### config.mk
export PLATFORM = sky130hd
export DESIGN_NAME = banked_datapath_flat
export DESIGN_NICKNAME = d
export VERILOG_FILES = /design/src/rtl/banked_datapath_if.sv /design/src/rtl/banked_datapath.sv /design/src/flat_wrapper.sv
export SDC_FILE = /design/constraint.sdc
export NUM_CORES = 1
export LEC_CHECK = 0
export ABC_AREA = 1
export CORE_UTILIZATION = 55
export CTS_BUF_LIST = sky130_fd_sc_hd__clkbuf_4 sky130_fd_sc_hd__clkbuf_8
export DETAILED_ROUTE_END_ITERATION = 6
export PLACE_DENSITY = 0.77
export SYNTH_ARGS = -nofsm -noshare
export SYNTH_HDL_FRONTEND = slang
export SYNTH_SLANG_ARGS = --single-unit
### constraint.sdc
create_clock -name clock -period 3.35 [get_ports clock]
set_input_delay 0.5025 -clock clock [delete_from_list [all_inputs] [get_ports clock]]
set_output_delay 0.5025 -clock clock [all_outputs]
set_load 0.1 [all_outputs]
### src/rtl/banked_datapath_if.sv
// Bus bundle for banked_datapath: control strobes, operands and datapath observation outputs.
// The master side drives the control inputs; the slave side is the datapath.
interface banked_datapath_if #(
  parameter int WIDTH  = 4,
  parameter int NREGS  = 16,
  parameter int NBANKS = 2
);
  localparam int IDXW = $clog2(NREGS);
  localparam int BW   = (NBANKS > 1) ? $clog2(NBANKS) : 1;

  logic [WIDTH-1:0]   data;
  logic [IDXW-1:0]    inst_operand;
  logic [1:0]         alu_op;
  logic [2:0]         acc_input_sel;
  logic               write_accumulator;
  logic               clear_accumulator;
  logic               write_carry;
  logic               clear_carry;
  logic [1:0]         reg_input_sel;
  logic               write_register;
  logic               write_bank;
  logic               pair_wr_start;
  logic [2*WIDTH-1:0] pair_data;
  logic               daa;
  logic               test;

  logic [WIDTH-1:0]   regval;
  logic [2*WIDTH-1:0] pair_rd;
  logic [WIDTH-1:0]   acc;
  logic               carry_out;
  logic [BW-1:0]      bank;
  logic               pair_busy;
  logic               pair_done;
  logic               take_branch;

  modport master (
    output data, inst_operand, alu_op, acc_input_sel,
           write_accumulator, clear_accumulator, write_carry, clear_carry,
           reg_input_sel, write_register, write_bank,
           pair_wr_start, pair_data, daa, test,
    input  regval, pair_rd, acc, carry_out, bank, pair_busy, pair_done, take_branch
  );

  modport slave (
    input  data, inst_operand, alu_op, acc_input_sel,
           write_accumulator, clear_accumulator, write_carry, clear_carry,
           reg_input_sel, write_register, write_bank,
           pair_wr_start, pair_data, daa, test,
    output regval, pair_rd, acc, carry_out, bank, pair_busy, pair_done, take_branch
  );
endinterface

### src/rtl/banked_datapath.sv
// Banked register file + accumulator/carry ALU datapath with a two-cycle register-pair writer.
// Optional decimal adjust enabled by defining BANKED_DATAPATH_DAA_EN (only effective for WIDTH==4).
module banked_datapath #(
  parameter int WIDTH  = 4,
  parameter int NREGS  = 16,
  parameter int NBANKS = 2
) (
  input  logic             clock,
  input  logic             reset,
  banked_datapath_if.slave bus
);
  localparam int IDXW  = $clog2(NREGS);
  localparam int BW    = (NBANKS > 1) ? $clog2(NBANKS) : 1;
  localparam int AW    = BW + IDXW;
  localparam int DEPTH = (2**BW) * NREGS;
  localparam int W1    = WIDTH + 1;

`ifdef BANKED_DATAPATH_DAA_EN
  localparam bit DAA_EN = (WIDTH == 4);
`else
  localparam bit DAA_EN = 1'b0;
`endif

  typedef enum logic [1:0] {IDLE, WR_HI, WR_LO} pair_state_e;

  pair_state_e        state_q, state_d;
  logic [2*WIDTH-1:0] pair_val_q, pair_val_d;
  logic [IDXW-2:0]    pair_idx_q, pair_idx_d;
  logic [BW-1:0]      pair_bank_q, pair_bank_d;
  logic               pair_done_q, pair_done_d;
  logic [WIDTH-1:0]   acc_q, acc_d;
  logic               carry_q, carry_d;
  logic [BW-1:0]      bank_q, bank_d;
  logic [WIDTH-1:0]   regs_q [DEPTH];
  logic [WIDTH-1:0]   regs_d [DEPTH];

  logic [AW-1:0]      rd_addr, prd_hi_addr, prd_lo_addr, wr_hi_addr, wr_lo_addr;
  logic [WIDTH-1:0]   reg_sel, acc_src, reg_in;
  logic [WIDTH:0]     alu_res, daa_sum;
  logic               busy, ncarry, daa_hit;

  assign rd_addr     = {bank_q, bus.inst_operand};
  assign prd_hi_addr = {bank_q, bus.inst_operand[IDXW-1:1], 1'b0};
  assign prd_lo_addr = {bank_q, bus.inst_operand[IDXW-1:1], 1'b1};
  // Pair writes target the bank/index captured at start, not the live ones.
  assign wr_hi_addr  = {pair_bank_q, pair_idx_q, 1'b0};
  assign wr_lo_addr  = {pair_bank_q, pair_idx_q, 1'b1};

  assign busy    = (state_q != IDLE);
  assign reg_sel = regs_q[rd_addr];
  assign ncarry  = ~carry_q;

  always_comb begin
    alu_res = '0;
    unique case (bus.alu_op)
      2'd0:    alu_res = {1'b0, acc_q} + {1'b0, reg_sel} + {{WIDTH{1'b0}}, carry_q};
      2'd1:    alu_res = {1'b0, acc_q} + {1'b0, ~reg_sel} + {{WIDTH{1'b0}}, ncarry};
      2'd2:    alu_res = {1'b0, reg_sel} + W1'(1);
      default: alu_res = {1'b0, acc_q} + {1'b0, {WIDTH{1'b1}}};
    endcase
  end

  always_comb begin
    acc_src = '0;
    case (bus.acc_input_sel)
      3'd0:    acc_src = reg_sel;
      3'd1:    acc_src = alu_res[WIDTH-1:0];
      3'd2:    acc_src = WIDTH'(bus.inst_operand);
      3'd3:    acc_src[0] = carry_q;
      3'd4:    acc_src = carry_q ? WIDTH'(10) : WIDTH'(9);
      default: acc_src = '0;
    endcase
  end

  always_comb begin
    reg_in = bus.data;
    case (bus.reg_input_sel)
      2'd0:    reg_in = acc_q;
      2'd1:    reg_in = alu_res[WIDTH-1:0];
      default: reg_in = bus.data;
    endcase
  end

  assign daa_sum = {1'b0, acc_q} + W1'(6);
  assign daa_hit = DAA_EN && bus.daa && ((acc_q > WIDTH'(9)) || carry_q);

  // Pair sequencer: next state and capture
  always_comb begin
    state_d     = state_q;
    pair_val_d  = pair_val_q;
    pair_idx_d  = pair_idx_q;
    pair_bank_d = pair_bank_q;
    pair_done_d = 1'b0;
    unique case (state_q)
      IDLE: if (bus.pair_wr_start) begin
        state_d     = WR_HI;
        pair_val_d  = bus.pair_data;
        pair_idx_d  = bus.inst_operand[IDXW-1:1];
        pair_bank_d = bank_q;
      end
      WR_HI: state_d = WR_LO;
      WR_LO: begin
        state_d     = IDLE;
        pair_done_d = 1'b1;
      end
      default: state_d = IDLE;
    endcase
  end

  always_ff @(posedge clock) begin
    if (reset) state_q <= IDLE;
    else       state_q <= state_d;
  end

  // Accumulator, carry, bank and register file next values
  always_comb begin
    acc_d   = acc_q;
    carry_d = carry_q;
    bank_d  = bank_q;
    regs_d  = regs_q;

    if (bus.clear_accumulator) acc_d = '0;
    else if (daa_hit) begin
      acc_d = daa_sum[WIDTH-1:0];
      if (daa_sum[WIDTH]) carry_d = 1'b1;
    end
    else if (bus.write_accumulator) acc_d = acc_src;

    if (bus.clear_carry)      carry_d = 1'b0;
    else if (bus.write_carry) carry_d = alu_res[WIDTH];

    if (bus.write_bank) bank_d = bus.inst_operand[BW-1:0] & BW'(NBANKS - 1);

    case (state_q)
      WR_HI:   regs_d[wr_hi_addr] = pair_val_q[2*WIDTH-1:WIDTH];
      WR_LO:   regs_d[wr_lo_addr] = pair_val_q[WIDTH-1:0];
      default: if (bus.write_register) regs_d[rd_addr] = reg_in;
    endcase
  end

  always_ff @(posedge clock) begin
    if (reset) begin
      pair_val_q  <= '0;
      pair_idx_q  <= '0;
      pair_bank_q <= '0;
      pair_done_q <= 1'b0;
      acc_q       <= '0;
      carry_q     <= 1'b1;
      bank_q      <= '0;
      for (int i = 0; i < DEPTH; i++) regs_q[i] <= '0;
    end else begin
      pair_val_q  <= pair_val_d;
      pair_idx_q  <= pair_idx_d;
      pair_bank_q <= pair_bank_d;
      pair_done_q <= pair_done_d;
      acc_q       <= acc_d;
      carry_q     <= carry_d;
      bank_q      <= bank_d;
      regs_q      <= regs_d;
    end
  end

  // Branch condition needs operand bits [3:0]; narrower operands never branch.
  generate
    if (IDXW >= 4) begin : g_branch
      logic [3:0] cond;
      assign cond = bus.inst_operand[3:0];
      assign bus.take_branch = cond[3] ^ ((cond[0] & bus.test) |
                                          (cond[1] & carry_q) |
                                          (cond[2] & (acc_q == '0)));
    end else begin : g_no_branch
      assign bus.take_branch = 1'b0;
    end
  endgenerate

  assign bus.regval    = reg_sel;
  assign bus.pair_rd   = {regs_q[prd_hi_addr], regs_q[prd_lo_addr]};
  assign bus.acc       = acc_q;
  assign bus.carry_out = carry_q;
  assign bus.bank      = bank_q;
  assign bus.pair_busy = busy;
  assign bus.pair_done = pair_done_q;
endmodule
### src/flat_wrapper.sv
// flat-port wrapper written by rule: the top's interface ports become plain ports
module banked_datapath_flat 
#(
  parameter int WIDTH  = 4,
  parameter int NREGS  = 16,
  parameter int NBANKS = 2
)
  (clock, reset, bus_data, bus_inst_operand, bus_alu_op, bus_acc_input_sel, bus_write_accumulator, bus_clear_accumulator, bus_write_carry, bus_clear_carry, bus_reg_input_sel, bus_write_register, bus_write_bank, bus_pair_wr_start, bus_pair_data, bus_daa, bus_test, bus_regval, bus_pair_rd, bus_acc, bus_carry_out, bus_bank, bus_pair_busy, bus_pair_done, bus_take_branch);
  banked_datapath_if #(.WIDTH(WIDTH), .NREGS(NREGS), .NBANKS(NBANKS)) bus_i ();
  input  logic clock;
  input  logic reset;
  input wire logic [$bits(bus_i.data)-1:0] bus_data;
  input wire logic [$bits(bus_i.inst_operand)-1:0] bus_inst_operand;
  input wire logic [$bits(bus_i.alu_op)-1:0] bus_alu_op;
  input wire logic [$bits(bus_i.acc_input_sel)-1:0] bus_acc_input_sel;
  input wire logic [$bits(bus_i.write_accumulator)-1:0] bus_write_accumulator;
  input wire logic [$bits(bus_i.clear_accumulator)-1:0] bus_clear_accumulator;
  input wire logic [$bits(bus_i.write_carry)-1:0] bus_write_carry;
  input wire logic [$bits(bus_i.clear_carry)-1:0] bus_clear_carry;
  input wire logic [$bits(bus_i.reg_input_sel)-1:0] bus_reg_input_sel;
  input wire logic [$bits(bus_i.write_register)-1:0] bus_write_register;
  input wire logic [$bits(bus_i.write_bank)-1:0] bus_write_bank;
  input wire logic [$bits(bus_i.pair_wr_start)-1:0] bus_pair_wr_start;
  input wire logic [$bits(bus_i.pair_data)-1:0] bus_pair_data;
  input wire logic [$bits(bus_i.daa)-1:0] bus_daa;
  input wire logic [$bits(bus_i.test)-1:0] bus_test;
  output wire logic [$bits(bus_i.regval)-1:0] bus_regval;
  output wire logic [$bits(bus_i.pair_rd)-1:0] bus_pair_rd;
  output wire logic [$bits(bus_i.acc)-1:0] bus_acc;
  output wire logic [$bits(bus_i.carry_out)-1:0] bus_carry_out;
  output wire logic [$bits(bus_i.bank)-1:0] bus_bank;
  output wire logic [$bits(bus_i.pair_busy)-1:0] bus_pair_busy;
  output wire logic [$bits(bus_i.pair_done)-1:0] bus_pair_done;
  output wire logic [$bits(bus_i.take_branch)-1:0] bus_take_branch;
  assign bus_i.data = bus_data;
  assign bus_i.inst_operand = bus_inst_operand;
  assign bus_i.alu_op = bus_alu_op;
  assign bus_i.acc_input_sel = bus_acc_input_sel;
  assign bus_i.write_accumulator = bus_write_accumulator;
  assign bus_i.clear_accumulator = bus_clear_accumulator;
  assign bus_i.write_carry = bus_write_carry;
  assign bus_i.clear_carry = bus_clear_carry;
  assign bus_i.reg_input_sel = bus_reg_input_sel;
  assign bus_i.write_register = bus_write_register;
  assign bus_i.write_bank = bus_write_bank;
  assign bus_i.pair_wr_start = bus_pair_wr_start;
  assign bus_i.pair_data = bus_pair_data;
  assign bus_i.daa = bus_daa;
  assign bus_i.test = bus_test;
  assign bus_regval = bus_i.regval;
  assign bus_pair_rd = bus_i.pair_rd;
  assign bus_acc = bus_i.acc;
  assign bus_carry_out = bus_i.carry_out;
  assign bus_bank = bus_i.bank;
  assign bus_pair_busy = bus_i.pair_busy;
  assign bus_pair_done = bus_i.pair_done;
  assign bus_take_branch = bus_i.take_branch;
  banked_datapath #(.WIDTH(WIDTH), .NREGS(NREGS), .NBANKS(NBANKS)) u_core (.clock(clock), .reset(reset), .bus(bus_i));
endmodule
==> summary.txt <==
Routability cong. -> 1.10
Worst-path maximum fanout -> 9
CP arrival -> 2680 ps
First-pass GRT wire length -> 66,600 µm
Die Span X -> 142 µm
CTS Buffer Depth -> 2
Slowest-stage cell, CP -> nor4_1
WL met3 -> 5760 µm
Number of global-route vias before repair -> 12,342
CTS Sinks -> 149
Filler instances -> 1,708
Reg power frac -> 34.4%
Tcrit/Tclk final -> 95.1%
Crit-path cells -> nand2_1 -> nor2_4 -> buf_4 -> buf_4 -> clkinv_1 -> a21oi_1 -> nor4_1 -> nand2_1 -> buf_12
Min Hold Slack -> 491 ps
CORE AREA -> 0.0189 mm²
Startpoint Class -> register
Yosys warnings -> 0
Die height -> 142 µm
Number of vias per cell -> 6.39
Metal-1 WL -> 15,900 µm
P_leak -> 5.58 nW
CP Class -> reg -> out
Largest cells by area after synthesis -> dfxtp_1 (28%), nand2_1 (12%), a21oi_1 (11%)
Post-Syn Instances -> 1,734
Num ports -> 55
Syn avg cell area -> 6.18 µm²
Finish-stage setup viols -> 0
Mux contribution to synthesized area -> 0%
Worst EP required -> 2850 ps
Worst-path clk slew -> 100 ps
Synth Area in Simple Gates -> 26.4%
H-tree Lvls -> 4
Max-cap violations -> 0
#FFs+latches synth -> 149
Synth Area in Adders -> 2.38%
EDFF count, synth -> 0
TritonCTS clock tree -> built
CTS root buffer -> clkbuf_8
Async S/R FF share, synth -> 0%
Final min period -> 3190 ps
Setup_tns -> 0 ps
HP Start -> u_core.pair_val_q[3]
Critical path startpoint -> u_core.bus.bank
Switching fraction of total power -> 45.3%
Via Count -> 13,424
Post-route ant nets -> 0
XOR/XNOR share of the synthesized area -> 0.409%
Avg WL per Cell -> 20.6 µm
Top Family by Delay on Critical Path -> simple AND/OR/NAND/NOR gates
Power Internal -> 3.84 mW
Hold buffers post-CTS -> 0
Initial core utilization -> 56.7%
Area leader, netlist -> dfxtp_1
Logic pwr share -> 42.7%
Sequential area share after synthesis -> 27.8%
Placed cell area -> 0.0123 mm²
RSZ-0062 raised after global routing -> false
Top-area cell type share of the netlist area -> 27.8%
Clock share of power -> 22.9%
Largest net degree at the start of global routing -> 84
Compound-Gate Fraction of Synth Area -> 30.5%
Syn Std Cell Area -> 0.0107 mm²
Gr usage total -> 43.6%
Final hold vios -> 0
Highest metal used -> met4
Sequential cell area -> 0.00299 mm²
Design Area, Final -> 0.0128 mm²
Min-Delay Path Class -> reg -> reg
Die area -> 0.0200 mm²
Status -> finished clean
DRC -> 0
Fmax -> 314 MHz
Buf+Inv Stages, Crit Path -> 4
Syn Nets -> 1,786
Area of the multi-input gates -> 0.00647 mm²
Yosys cell types -> 38
Maximum VDD drop -> 428 µV
Switching Power -> 3.18 mW
Met2 wire length -> 18,500 µm
Layout cell share with drive strength beyond 1 -> 10.9%
Number of diodes -> 0
Gr ovfl total -> 0
CTS buffer count -> 17
Clock latency on the worst-skew pair -> 500 ps
Pins Over Slew Limit -> 0
Worst Skew -> 23.9 ps
Total Power -> 7.02 mW
Util after Layout -> 67.6%
Final HPWL DP -> 30,700 µm
Post-synth top flop -> dfxtp_1
Crit end category -> output port
1st-pass router iterations -> 6
Starting DRT DRC Count -> 1,997
Worst slew pin tran -> 1030 ps
Max stage delay on crit path -> 500 ps
Largest family of logic cells by synthesized area -> compound AO/OA/AOI/OAI gates
Final #Nets -> 1,879
Antenna violations before repair -> 0
Drt total wl -> 43,200 µm
Pwr dens -> 550 mW/mm²
Area Overhead vs Synth -> 19.3%
Worst r2r src -> u_core.bus.bank
Slew margin rel. -> 31.5%
IO Port Bufs -> 53
Site row count -> 50
## per-layer routing
metal,track usage [%],vias up
li1,-,6106
met1,53.4,6029
met2,66.9,1061
met3,11.4,228
met4,29.7,0
met5,0,-
## what timing repair did
action                                  4_1_cts  5_1_grt
endpoints found under the setup margin       33       32
pin swaps                                     0        1
gates resized for setup                       7       10
setup buffers                                 0        0
## cell usage after synthesis, types with 4 or more instances
cell	n
nand2_1	341
a21oi_1	242
inv_1	222
o21ai_0	190
nor2_1	161
dfxtp_1	149
nand3_1	98
a221oi_1	97
clkbuf_1	53
nand4_1	35
o21ai_1	25
buf_2	18
ha_1	14
buf_4	11
nor4_1	10
nor3_1	8
a22oi_1	7
buf_6	7
clkinv_1	5
a2111oi_0	4
buf_1	4
fa_1	4
inv_2	4
## per-stage QoR
stage,setup slack [ps],instances
2_1_floorplan,-30.4,1734
3_3_place_gp,-458,2068
3_5_place_dp,-610,2068
4_1_cts,162,2100
5_1_grt,6.33,2100
6_report,164,2100
## power by group through the flow
| stage | Clock (mW) | Sequential (mW) | Combinational (mW) |
|---|---|---|---|
| global placement | 0 | 2.42 | 2.84 |
| finish | 1.61 | 2.42 | 3.00 |
| detailed placement | 0 | 2.42 | 2.88 |
| floorplan | 0 | 2.32 | 1.89 |
| global route | 1.67 | 2.43 | 3.20 |
| CTS | 1.60 | 2.39 | 2.90 |
## cell families (layout without fill, tap and decap cells)
group / Yosys count / after routing
AND/OR/NAND/NOR: 667 / 667
AO/OA/AOI/OAI: 571 / 571
buffers and inverters: 324 / 430
flip-flops: 149 / 149
adder cells (fa/ha/maj): 18 / 18
XOR/XNOR: 5 / 5
## worst reg2reg max path: stages, from the launching register on
cell	delay, ps
dfxtp_4	410
nand2_1	200
nor2_4	50
nand3_1	90
nand2_1	90
nor2_4	180
nand2_8	90
fa_2	410
fa_1	430
o21ai_1	160
a21oi_1	60
o21ai_1	130
nand2_1	100
nand2_2	130
buf_12	180
nand2_1	60
a21oi_1	140
o21ai_0	90
inv_1	90
## path summary, 6_finish.rpt
| path | cells past startpoint | end | slack (ps) |
|---|---|---|---|
| max | 9 | bus_pair_rd[0] | 160 |
| min | 2 | u_core.pair_val_q[3] | 490 |
| max reg2reg | 18 | register | 230 |
| min reg2reg | 2 | u_core.pair_val_q[3] | 490 |
## cell type report
cell class,count,area share [%]
clock inverters,12,1.30
clock buffers,20,2.10
multi-input cells,1261,50.6
well taps,260,2.55
inverters,231,6.83
repair buffers,167,13.2
flip-flops and latches,149,23.4
## cells in the final DEF, fill, tap and decap left out, types with 4 or more instances in the layout
cell type	netlist	layout
a2111oi_0	4	4
a21oi_1	242	240
a221oi_1	97	97
a22oi_1	7	7
buf_12	0	28
buf_4	11	103
clkbuf_8	0	19
clkdlybuf4s50_1	0	30
clkinv_1	5	5
clkinv_4	0	4
dfxtp_1	149	148
ha_1	14	13
inv_1	222	220
inv_2	4	4
nand2_1	341	336
nand2_2	2	4
nand3_1	98	98
nand4_1	35	35
nor2_1	161	159
nor2_4	2	4
nor3_1	8	7
nor3_2	3	4
nor4_1	10	10
o21ai_0	190	180
o21ai_1	25	35
(Power assumes the default switching activity.)
